$ cat config.mk
export PLATFORM = sky130hd
export DESIGN_NAME = vga_pattern_gen
export DESIGN_NICKNAME = d
export VERILOG_FILES = /design/src/rtl/vga_pattern_gen.sv
export SDC_FILE = /design/constraint.sdc
export NUM_CORES = 1
export LEC_CHECK = 0
export CAP_MARGIN = 10
export CORE_ASPECT_RATIO = 1.4
export CORE_MARGIN = 3
export CORE_UTILIZATION = 25
export DETAILED_ROUTE_END_ITERATION = 12
export PLACE_DENSITY = 0.5
export SETUP_SLACK_MARGIN = 0.5
export SLEW_MARGIN = 15
export SYNTH_ARGS = -nofsm -noshare
export SYNTH_HDL_FRONTEND = slang
export SYNTH_SLANG_ARGS = --single-unit
$ cat constraint.sdc
create_clock -name i_clk100MHz -period 1.55 [get_ports i_clk100MHz]
set_input_delay 0.155 -clock i_clk100MHz [delete_from_list [all_inputs] [get_ports i_clk100MHz]]
set_output_delay 0.155 -clock i_clk100MHz [all_outputs]
set_load 0.005 [all_outputs]
$ cat src/rtl/vga_pattern_gen.sv
// vga_pattern_gen: registered VGA test-pattern colour stage.
//
// Ports:
//   i_clk100MHz          sole clock, rising edge
//   i_rst                synchronous active-high reset
//   i_pix_en             pixel strobe; colour register loads only when high
//   i_active, i_x, i_y   visible-region flag and pixel coordinates from the timing stage
//   i_vsync              active-low vertical sync; its falling edge is the frame event
//   i_mode               requested pattern, taken into effect on the next frame event
//   o_red/o_green/o_blue registered 4-bit colour channels
//   o_frame              8-bit frame counter, wraps 255 -> 0
//
// Optional feature: define VGA_PATTERN_SCROLL_EN to scroll modes 0-2 left
// by one pixel per frame (effective column = i_x + o_frame, wrapped once).
module vga_pattern_gen #(
    parameter int H_ACT = 640,
    parameter int V_ACT = 480
) (
    input  logic        i_clk100MHz,
    input  logic        i_rst,
    input  logic        i_pix_en,
    input  logic        i_active,
    input  logic [11:0] i_x,
    input  logic [11:0] i_y,
    input  logic        i_vsync,
    input  logic [1:0]  i_mode,
    output logic [3:0]  o_red,
    output logic [3:0]  o_green,
    output logic [3:0]  o_blue,
    output logic [7:0]  o_frame
);

    localparam logic [11:0] H_LIM = 12'(H_ACT);
    localparam logic [11:0] V_LIM = 12'(V_ACT);
    localparam logic [11:0] HALF  = 12'(H_ACT / 2);
    localparam int          BAR_W = H_ACT / 8;

    logic        vsync_q;
    logic [1:0]  mode_q;
    logic        frame_evt;
    logic [11:0] xe;
    logic [2:0]  bar_idx;
    logic [11:0] bar_rgb;
    logic [11:0] pix_c;

    // Falling edge of the active-low sync marks the start of a frame.
    assign frame_evt = vsync_q & ~i_vsync;

`ifdef VGA_PATTERN_SCROLL_EN
    logic [11:0] x_sum;

    // Single conditional subtract is enough: i_x < H_ACT and o_frame <= 255.
    assign x_sum = i_x + {4'd0, o_frame};
    assign xe    = (x_sum >= H_LIM) ? (x_sum - H_LIM) : x_sum;
`else
    assign xe = i_x;
`endif

    // Bar index from a comparator chain against the bar boundaries.
    always_comb begin
        bar_idx = 3'd0;
        for (int k = 1; k < 8; k++) begin
            if (xe >= 12'(k * BAR_W)) begin
                bar_idx = 3'(k);
            end
        end
    end

    // Colour-bar palette, left to right.
    always_comb begin
        bar_rgb = 12'h000;
        case (bar_idx)
            3'd0:    bar_rgb = 12'hFFF;
            3'd1:    bar_rgb = 12'hFF0;
            3'd2:    bar_rgb = 12'h0FF;
            3'd3:    bar_rgb = 12'h0F0;
            3'd4:    bar_rgb = 12'hF0F;
            3'd5:    bar_rgb = 12'hF00;
            3'd6:    bar_rgb = 12'h00F;
            default: bar_rgb = 12'h000;
        endcase
    end

    // Next pixel colour from the latched mode and the pre-update frame count.
    always_comb begin
        pix_c = 12'h000;
        if (i_active && (i_x < H_LIM) && (i_y < V_LIM)) begin
            case (mode_q)
                2'd0:    pix_c = (xe < HALF) ? 12'hF00 : 12'h0F0;
                2'd1:    pix_c = bar_rgb;
                2'd2:    pix_c = (xe[5] ^ i_y[5]) ? 12'hFFF : 12'h000;
                default: pix_c = {i_x[9:6], i_y[8:5], o_frame[7:4]};
            endcase
        end
    end

    // Sync history, mode/frame update on frame events, colour load on strobes.
    always_ff @(posedge i_clk100MHz) begin
        if (i_rst) begin
            vsync_q <= 1'b1;
            mode_q  <= 2'd0;
            o_frame <= 8'd0;
            o_red   <= 4'd0;
            o_green <= 4'd0;
            o_blue  <= 4'd0;
        end else begin
            vsync_q <= i_vsync;
            if (frame_evt) begin
                mode_q  <= i_mode;
                o_frame <= o_frame + 8'd1;
            end
            if (i_pix_en) begin
                o_red   <= pix_c[11:8];
                o_green <= pix_c[7:4];
                o_blue  <= pix_c[3:0];
            end
        end
    end

endmodule

==> reports/qor.yml <==
tritoncts: "yes"
yosysTopAreaCellShare: 0.425
fin_tns_setup_ns: 0
grt_pass1_vias: 1208
diodes: 0
core_um2: 4050
ff_latch_area_um2: 499
critPathKind: "flop to flop"
vias: 1183
multi_input_area_um2: 717
hp-class: "primary input to flop"
worst_path_most_repeated_cell: "nand3b_1"
ios: 51
synthTopCellsByArea: "dfxtp_1 (43%), nand2_1 (6.9%), nor2_1 (6.9%)"
wl_per_cell_um: 14.0
drv_slew: 0
nets: 230
setup.worst_path.start_class: "flop"
antenna_found_initial: 0
design_area_um2: 1860
synth_top_family_by_area: "simple AND/OR/NAND/NOR gates"
leakagePower_uw: 0.000804
grt_usage: 0.132
ys_ff_latch: 23
crit_path_end_kind: "flop"
clk_pin_slew_ns: 0.09
synth-adder-area-share: 0.0220
period_needed_ns: 1.24
fillerInstances: 415
clock_tree.buffer_depth: 2
start_util: 0.267
power_density_nw_per_um2: 635
synth_mux_area_frac: 0.0277
timing.slew.headroom: 0.690
worstPathArrival_ns: 1.44
period_share: 0.802
io_buffers: 41
fmax_mhz: 804
clk_latency_ns: 0.26
dp.final_hpwl_mm: 2.43
first_iter_violations: 22
crit_chain: "nand3b_1 > nor3_2 > nor3b_4 > nand3b_1"
place_congestion: 0.819
status: "complete, no violations"
syn_nets: 168
post-route-util: 0.460
ir_worst_vdd_mv: 0.350
setup_viol: 0
required_ns: 1.75
clock_sinks: 23
setup_ws_ns: 0.307
fp.dieW_um: 61.6
yosysSeqAreaShare: 0.425
numCtsBuffers: 3
pre_cts_ws_ns: -0.225
h-tree-depth: 1
syn-cell-area_um2: 1080
grt_first_pass_wirelength_mm: 5.36
worst-path-max-fanout: 4
yosys.area_share.simple: 0.283
synth_xor_area_frac: 0.0486
cpPeakStageDelay_ns: 0.35
grt.overflow.total: 0
ant_nets: 0
drv_cap: 0
max_slew.worst_pin.slew_ns: 0.465
skew_ns: 0.00157
yosysWarnings: 0
holdWs_ns: 0.284
hold_buffers: 0
layout-drive-gt1-share: 0.355
syn2layout_area_growth_pct: 72.3
dpl_cell_area_um2: 1630
rows: 27
synth_area_leader_cell: "dfxtp_1"
wirelength_mm: 3.37
synth.distinct_cells: 32
drt-vias-per-instance: 4.93
cts_root_buf: "clkbuf_8"
rsz0062_at_grt: "true"
synth_cells: 136
synth_compound_area_frac: 0.163
fp.dieArea_um2: 5170
first_pass_iters: 5
fp.dieH_um: 83.9
grt_max_degree: 14
drc_errors: 0
finalHoldViolations: 0
syn_avg_cell_area_um2: 7.96
critPathSlowestCell: "dfxtp_4"
registers in the layout (all words and copies together), names as in the netlist:
signal	count
vsync_q	1
o_frame	8
o_red	4
mode_q	2
o_green	4
o_blue	4
where the power goes:
part / total, uW / internal (uW) / switching, uW / leakage, uW
combinational: 200 / 103 / 96.7 / 0.000582
sequential: 605 / 594 / 10.8 / 0.000197
clock: 378 / 179 / 199 / 0.0000255
critical path: cells and delay by family, from the launching register on:
family,cells,cell delay [ns]
and+or+nand+nor,4,0.84
DFF,1,0.35
metrics by stage:
stage,power (uW),cells
6_report,1180,240
3_5_place_dp,802,227
2_1_floorplan,695,136
5_1_grt,1240,240
4_1_cts,1190,239
3_3_place_gp,799,227
logic make-up (layout without fill, tap and decap cells):
kind of cell    count (synthesis)  in the layout
buf+inv                         8             69
flops                          23             23
simple gates                   64             64
xor+xnor                        6              6
fa+ha+maj                       2              2
mux                             3              3
compound gates                 30             30
what timing repair did:
action / in CTS / in global routing
gates resized for setup: 80 / 19
setup buffers: 8 / 1
setup endpoints to repair: 41 / 26
pin swaps: 18 / 10
hold endpoints to repair: 0 / 0
cells in the final DEF, fill, tap and decap left out, types with 2 or more instances in the layout:
| cell type | instances |
|---|---|
| nand3b_1 | 6 |
| nor2_1 | 16 |
| clkbuf_2 | 2 |
| nor3_1 | 2 |
| nor2_2 | 4 |
| nand4_1 | 5 |
| o21ai_0 | 7 |
| clkdlybuf4s15_1 | 9 |
| dfxtp_2 | 10 |
| o21ai_1 | 7 |
| a21oi_1 | 2 |
| xor2_1 | 5 |
| buf_4 | 22 |
| o21ai_2 | 4 |
| clkbuf_8 | 3 |
| mux2i_1 | 3 |
| o31ai_1 | 2 |
| clkdlybuf4s50_1 | 7 |
| dlygate4sd2_1 | 22 |
| nand2_1 | 19 |
| nor3_2 | 2 |
| dfxtp_4 | 7 |
| dfxtp_1 | 6 |
area by class of cell:
class	instances	share of cell area
clock inverters	1	0.00268
flip-flops and latches	23	0.268
clock buffers	3	0.0221
multi-input cells	105	0.385
well taps	43	0.0289
inverters	2	0.00403
repair buffers	63	0.290
layer usage:
metal / vias up / GRT usage / part of all wire / wire length [um]
met5: - / 0 / 0 / 0
met4: 0 / 0.0444 / 0.012 / 42
met3: 6 / 0.0387 / 0.066 / 224
met2: 46 / 0.220 / 0.50 / 1700
met1: 533 / 0.156 / 0.42 / 1400
li1: 598 / - / - / -
path summary, 6_finish.rpt:
path         cells past startpoint                      to  slack (ns)                    from
min                              2      vsync_q$_SDFF_PP1_        0.28                 i_vsync
min reg2reg                      2   o_red[3]$_SDFFE_PP0P_        0.44   o_red[3]$_SDFFE_PP0P_
max reg2reg                      4  o_blue[3]$_SDFFE_PP0P_        0.31  mode_q[1]$_SDFFE_PP0P_
max                              4  o_blue[3]$_SDFFE_PP0P_        0.31  mode_q[1]$_SDFFE_PP0P_
cell usage after synthesis:
master     instances
a21boi_0           1
mux2i_1            3
nor2_1            20
o31ai_1            2
o21ai_1            5
dfxtp_1           23
and3b_1            1
a211oi_1           1
nand2_1           20
nor3b_1            1
or2_2              1
inv_1              1
inv_2              1
nand3b_1           6
a21o_1             1
a21oi_1            3
and3_1             1
clkbuf_1           4
nor3_1             4
nor2b_1            1
or3_1              2
ha_1               1
xnor2_1            1
maj3_2             1
nand4_1            5
buf_2              2
nor4_1             2
o22ai_1            1
o21ai_0           13
xor2_1             5
a2111oi_2          1
a31oi_1            2
No activity file was read; power rests on OpenSTA's default activity.
==> edit 1 (same flow settings) <==
The parameter `H_ACT` goes from 640 to 320.
--- a/src/rtl/vga_pattern_gen.sv
+++ b/src/rtl/vga_pattern_gen.sv
@@ -13,7 +13,7 @@
 // Optional feature: define VGA_PATTERN_SCROLL_EN to scroll modes 0-2 left
 // by one pixel per frame (effective column = i_x + o_frame, wrapped once).
 module vga_pattern_gen #(
-    parameter int H_ACT = 640,
+    parameter int H_ACT = 320,
     parameter int V_ACT = 480
 ) (
     input  logic        i_clk100MHz,
Check against the original RTL: not equivalent (a bounded check fails within 4 cycles, from zero or initial values and one cycle with i_rst high).
==> edit 1 against the original RTL <==
The run now ends with negative setup slack left. Area after synthesis is 2.1% higher. Clock power down 2%. Global-route usage increased by 1.2 points. Power up 4.1%. Cell area increased by 9.7%. Worst setup slack worse by 0.38 ns. Clock skew grew 0.0017 ns. Wire length up 13%. Cell count grew 14%. Sequential cell count is the same. Critical path type unchanged. Largest cell class unchanged. Largest power group unchanged.
==> edit 1: results (changes against the original RTL) <==
Outcome
Status: complete, but fails checks (was finished, final reports clean). The checks that failed: negative setup slack.

Synth
Biggest area contributors in the synthesized netlist: sky130_fd_sc_hd__dfxtp_1 (42%), sky130_fd_sc_hd__nor2_1 (8.5%), sky130_fd_sc_hd__nand2_1 (6.5%) (was sky130_fd_sc_hd__dfxtp_1 (43%), sky130_fd_sc_hd__nand2_1 (6.9%), sky130_fd_sc_hd__nor2_1 (6.9%)). The portion of netlist area occupied by mux cells is 3.62% (was 2.77%). The number of unique standard cell types used by synthesis was 29 (was 32).

The post-synthesis xor/xnor area fraction is 4.76% (was 4.86%). The fraction of the mapped netlist area in compound gates is 17.6% (was 16.3%). The share of synthesized area occupied by flip-flops and latches came to 41.7% (was 42.5%). Post-synth top cells: sky130_fd_sc_hd__nor2_1 (25), sky130_fd_sc_hd__dfxtp_1 (23), sky130_fd_sc_hd__nand2_1 (19) (was sky130_fd_sc_hd__dfxtp_1 (23), sky130_fd_sc_hd__nand2_1 (20), sky130_fd_sc_hd__nor2_1 (20)).

The share of synthesized cell area in full adder, half adder and majority cells was 1.13% (was 2.20%). The synthesized area per cell is 7.95 um2 (was 7.96 um2).

Route
The violation count after the first detailed-routing iteration came to 23 (was 22). The via count came to 1289 (was 1183). The per-cell routed wire length is 13.9 um (was 14.0 um). The wire length after detailed routing is 3800 um (was 3370 um). The first-pass detailed-route iteration total is 4 (was 5).

Finish
The final-stage net count was 247 (was 230). The share of final-layout standard cells stronger than drive strength 1 is 39.7% (was 35.5%). The fill cell instance count of the final layout is 421 (was 415). The area of the multi-input gates is 768 um2 (was 717 um2).

STA
The post-layout worst setup margin is -0.0746 ns (was 0.307 ns). The total of endpoints with negative setup slack in the final report is 4 (was 0). The total negative slack is -0.213 ns (was 0 ns).

The clock tree skew after final layout is 0.00332 ns (was 0.00157 ns). The transition time at the pin with the least slew margin is 0.411 ns (was 0.465 ns).

Global routing
The wire length of the first global-routing pass is 6180 um (was 5360 um). The total track usage is 14.4% (was 13.2%). The pin count of the biggest net entering global routing came to 13 (was 14). The via count of the first global-routing pass is 1367 (was 1208).

Placed design
The minimum setup slack after placement is -0.580 ns (was -0.225 ns). The routability-driven placement congestion ratio came to 0.862 (was 0.819). The number of cells after detailed placement came to 255 (was 227). The number of buffer cells added on primary ports is 42 (was 41).

The half-perimeter wire length after placement is 2630 um (was 2430 um).

Power and ir drop
The internal power contribution is 923 uW (was 877 uW). The peak supply drop is 0.000324 V (was 0.000350 V).

Setup path
The data arrival time at the worst-slack endpoint is 1.82 ns (was 1.44 ns). The cell at the slowest stage of the critical path is sky130_fd_sc_hd__dfxtp_2 (was sky130_fd_sc_hd__dfxtp_4).
-- edit 1: changes by cell type after synthesis, moves of 3 or more --
cell	change
sky130_fd_sc_hd__nor2_1	+5
sky130_fd_sc_hd__clkbuf_1	+3
sky130_fd_sc_hd__o31ai_1	+3
sky130_fd_sc_hd__nand3b_1	-5
sky130_fd_sc_hd__a211o_1	+3
-- edit 1: power groups by stage --
| stage | Clock, mW | Sequential (mW) | Combinational, mW |
|---|---|---|---|
| CTS | 0.383 | 0.603 | 0.232 |
| floorplan | 0 | 0.624 | 0.0677 |
| detailed placement | 0 | 0.624 | 0.199 |
| finish | 0.370 | 0.605 | 0.257 |
| global placement | 0 | 0.624 | 0.198 |
| global route | 0.416 | 0.606 | 0.278 |
-- edit 1: final timing paths --
kind / cells after the start / startpoint / slack (ns) / to
min: 3 / i_y[8] / 0.20 / o_green[3]
max reg2reg: 5 / mode_q[0] / -0.07 / o_red[3]
min reg2reg: 2 / o_red[1] / 0.45 / o_red[1]
max: 5 / mode_q[0] / -0.07 / o_red[3]
-- edit 1: metal layers --
metal / track usage (%) / wire, um / vias to the layer above
met3: 3.08 / 172 / 6
met5: 0 / 0 / -
met4: 5.03 / 61 / 0
met1: 16.2 / 1600 / 600
met2: 26.7 / 1960 / 37
li1: - / - / 646
-- edit 1: critical path: cells and delay by family (launching register included) --
family | cells | cell delay [ns]
compound gates | 4 | 0.91
flops | 1 | 0.34
simple gates | 1 | 0.31
-- edit 1: layout make-up --
class                   instances  area share (%)
multi-input cells             109            37.6
clock buffers                   4            2.20
repair buffers                 78            32.7
flip-flops and latches         23            23.9
well taps                      60            3.67
-- edit 1: repair_timing --
action | 4_1_cts | 5_1_grt
setup endpoints to repair | 41 | 25
pin swaps | 24 | 32
setup buffers | 11 | 3
gates cloned | 0 | 1
resized for setup | 86 | 37
==> edit 2 (same flow settings) <==
Made on the original files. Make the reset (`i_rst`) asynchronous in one clocked block. Comments in the files are not updated.
--- a/src/rtl/vga_pattern_gen.sv
+++ b/src/rtl/vga_pattern_gen.sv
@@ -95,7 +95,7 @@
     end
 
     // Sync history, mode/frame update on frame events, colour load on strobes.
-    always_ff @(posedge i_clk100MHz) begin
+    always_ff @(posedge i_clk100MHz or posedge i_rst) begin
         if (i_rst) begin
             vsync_q <= 1'b1;
             mode_q  <= 2'd0;
Check against the original RTL: differs if i_rst is asserted again (counterexample within 4 cycles, from zero or initial values and one cycle with i_rst high); with i_rst held inactive, the same outputs for 10 cycles.
==> edit 2 against the original RTL <==
Count of clock-buffer cells in the layout grew 1. First-iteration DRC count shrank 68%. Cell area grew 15%. Wire length grew 16%. Worst setup slack lost 0.092 ns. Sequential cell count is the same. Sequential share of layout area grew 0.28 points. Largest cell class unchanged. Area after synthesis grew 11%. Die area grew 10%.
Power is not compared: it rests on default switching activity, and its combinational part moved more than twofold at a synthesized area within 25%.
==> edit 2: results (changes against the original RTL) <==
Synth
The post-synthesis cell count is 112 (was 136). The synthesized netlist net count is 144 (was 168). The number of unique standard cell types used by synthesis is 41 (was 32).

The fraction of registers with async set or reset after synthesis is 100% (was 0%). Post-synth top cells: sky130_fd_sc_hd__dfrtp_1 (22), sky130_fd_sc_hd__nor2_1 (11), sky130_fd_sc_hd__nand2_1 (10) (was sky130_fd_sc_hd__dfxtp_1 (23), sky130_fd_sc_hd__nand2_1 (20), sky130_fd_sc_hd__nor2_1 (20)). Biggest area contributors in the synthesized netlist: sky130_fd_sc_hd__dfrtp_1 (46%), sky130_fd_sc_hd__o2bb2ai_1 (5.8%), sky130_fd_sc_hd__xnor2_1 (3.6%) (was sky130_fd_sc_hd__dfxtp_1 (43%), sky130_fd_sc_hd__nand2_1 (6.9%), sky130_fd_sc_hd__nor2_1 (6.9%)). The share of synthesized area occupied by flip-flops and latches is 47.9% (was 42.5%).

Route
The total met2 wirelength after detailed routing is 2110 um (was 1700 um). The violation count after the first detailed-routing iteration came to 7 (was 22). The met1 wire length is 1600 um (was 1400 um).

The first-pass detailed-route iteration total is 3 (was 5). The via count is 1178 (was 1183). The amount of wire on met3 after detailed routing came to 135 um (was 224 um).

Setup path
The cell at the slowest stage of the critical path is sky130_fd_sc_hd__dfrtp_2 (was sky130_fd_sc_hd__dfxtp_4). The data arrival time at the worst-slack endpoint came to 1.49 ns (was 1.44 ns). The kind of cell adding the most delay to the critical path is compound AO/OA/AOI/OAI gates (was simple AND/OR/NAND/NOR gates). The maximum cell stage delay along the critical path was 0.44 ns (was 0.35 ns).

Global routing
The wire length of the first global-routing pass came to 6290 um (was 5360 um). The pin count of the biggest net entering global routing is 24 (was 14). The via count of the first global-routing pass was 1293 (was 1208). The total track usage is 14.1% (was 13.2%).

Placed design
The minimum setup slack after placement was -0.334 ns (was -0.225 ns). The half-perimeter wire length after placement is 2640 um (was 2430 um). The routability-driven placement congestion ratio was 0.834 (was 0.819). The number of cells after detailed placement came to 228 (was 227). The area of placed instances is 1810 um2 (was 1630 um2).

Outcome
Status: finished, final reports clean (unchanged).

Finish
The share of final-layout standard cells stronger than drive strength 1 is 47.6% (was 35.5%). The growth of design area from synthesis to finish is 77.7% (was 72.3%). The number of flip-flops in the largest register is 8 (unchanged). The count of placed standard cells in the final layout, fillers left out is 253 (was 240).

The fill cell instance count of the final layout is 481 (was 415).

Clock network
The CTS H-tree depth is 1 (unchanged). The buffer cell driving the clock tree root is sky130_fd_sc_hd__clkbuf_8 (unchanged).

Min path
The class of the worst hold path is primary input to async pin (was primary input to flop).

STA
The clock tree skew after final layout is 0.00234 ns (was 0.00157 ns).
==> edit 2: final timing paths <==
path | slack, ns | depth (start not counted) | to
worst max-delay path | 0.21 | 4 | o_red[2]
worst min-delay path | 0.23 | 3 | o_green[2]
worst max register to register | 0.21 | 4 | o_red[2]
worst min register to register | 0.49 | 1 | o_green[2]
max in group asynchronous | 1.04 | 3 | vsync_q
min in group i_clk100MHz | 0.37 | 1 | vsync_q
==> edit 2: report_power, final <==
part           switching, mW  internal (mW)
clock                  0.191          0.183
combinational          0.362          0.473
sequential            0.0605          0.685
total                  0.613           1.34
==> edit 2: logic make-up (layout without fill, tap and decap cells) <==
family          after synthesis  count (layout)  synth area share [%]
simple gates                 36              36                  15.5
compound gates               30              30                  20.9
flops                        23              23                  47.9
xor+xnor                      9               9                  6.54
buf+inv                       9              88                  4.46
mux                           3               3                  2.80
fa+ha+maj                     2               2                  1.97
==> edit 2: layout make-up <==
| class | instances | share of cell area [%] |
|---|---|---|
| Multi-Input combinational cell | 80 | 35.2 |
| Sequential cell | 23 | 27.1 |
| Timing Repair Buffer | 79 | 31.2 |
| Tap cell | 62 | 3.62 |
| Clock buffer | 4 | 2.10 |
| Inverter | 5 | 0.877 |
==> edit 2: routing by layer <==
| layer | up-vias | track usage [%] |
|---|---|---|
| met5 | - | 0 |
| met3 | 4 | 2.57 |
| li1 | 567 | - |
| met4 | 0 | 5.96 |
| met2 | 29 | 25.7 |
| met1 | 578 | 16.2 |
==> edit 2: what timing repair did <==
action                                 4_1_cts  5_1_grt
buffers inserted                            16        5
pin swaps                                   26       17
cloned                                       0        0
gates resized for setup                     69       42
setup endpoints to repair                   42       37
endpoints found under the hold margin        0        0
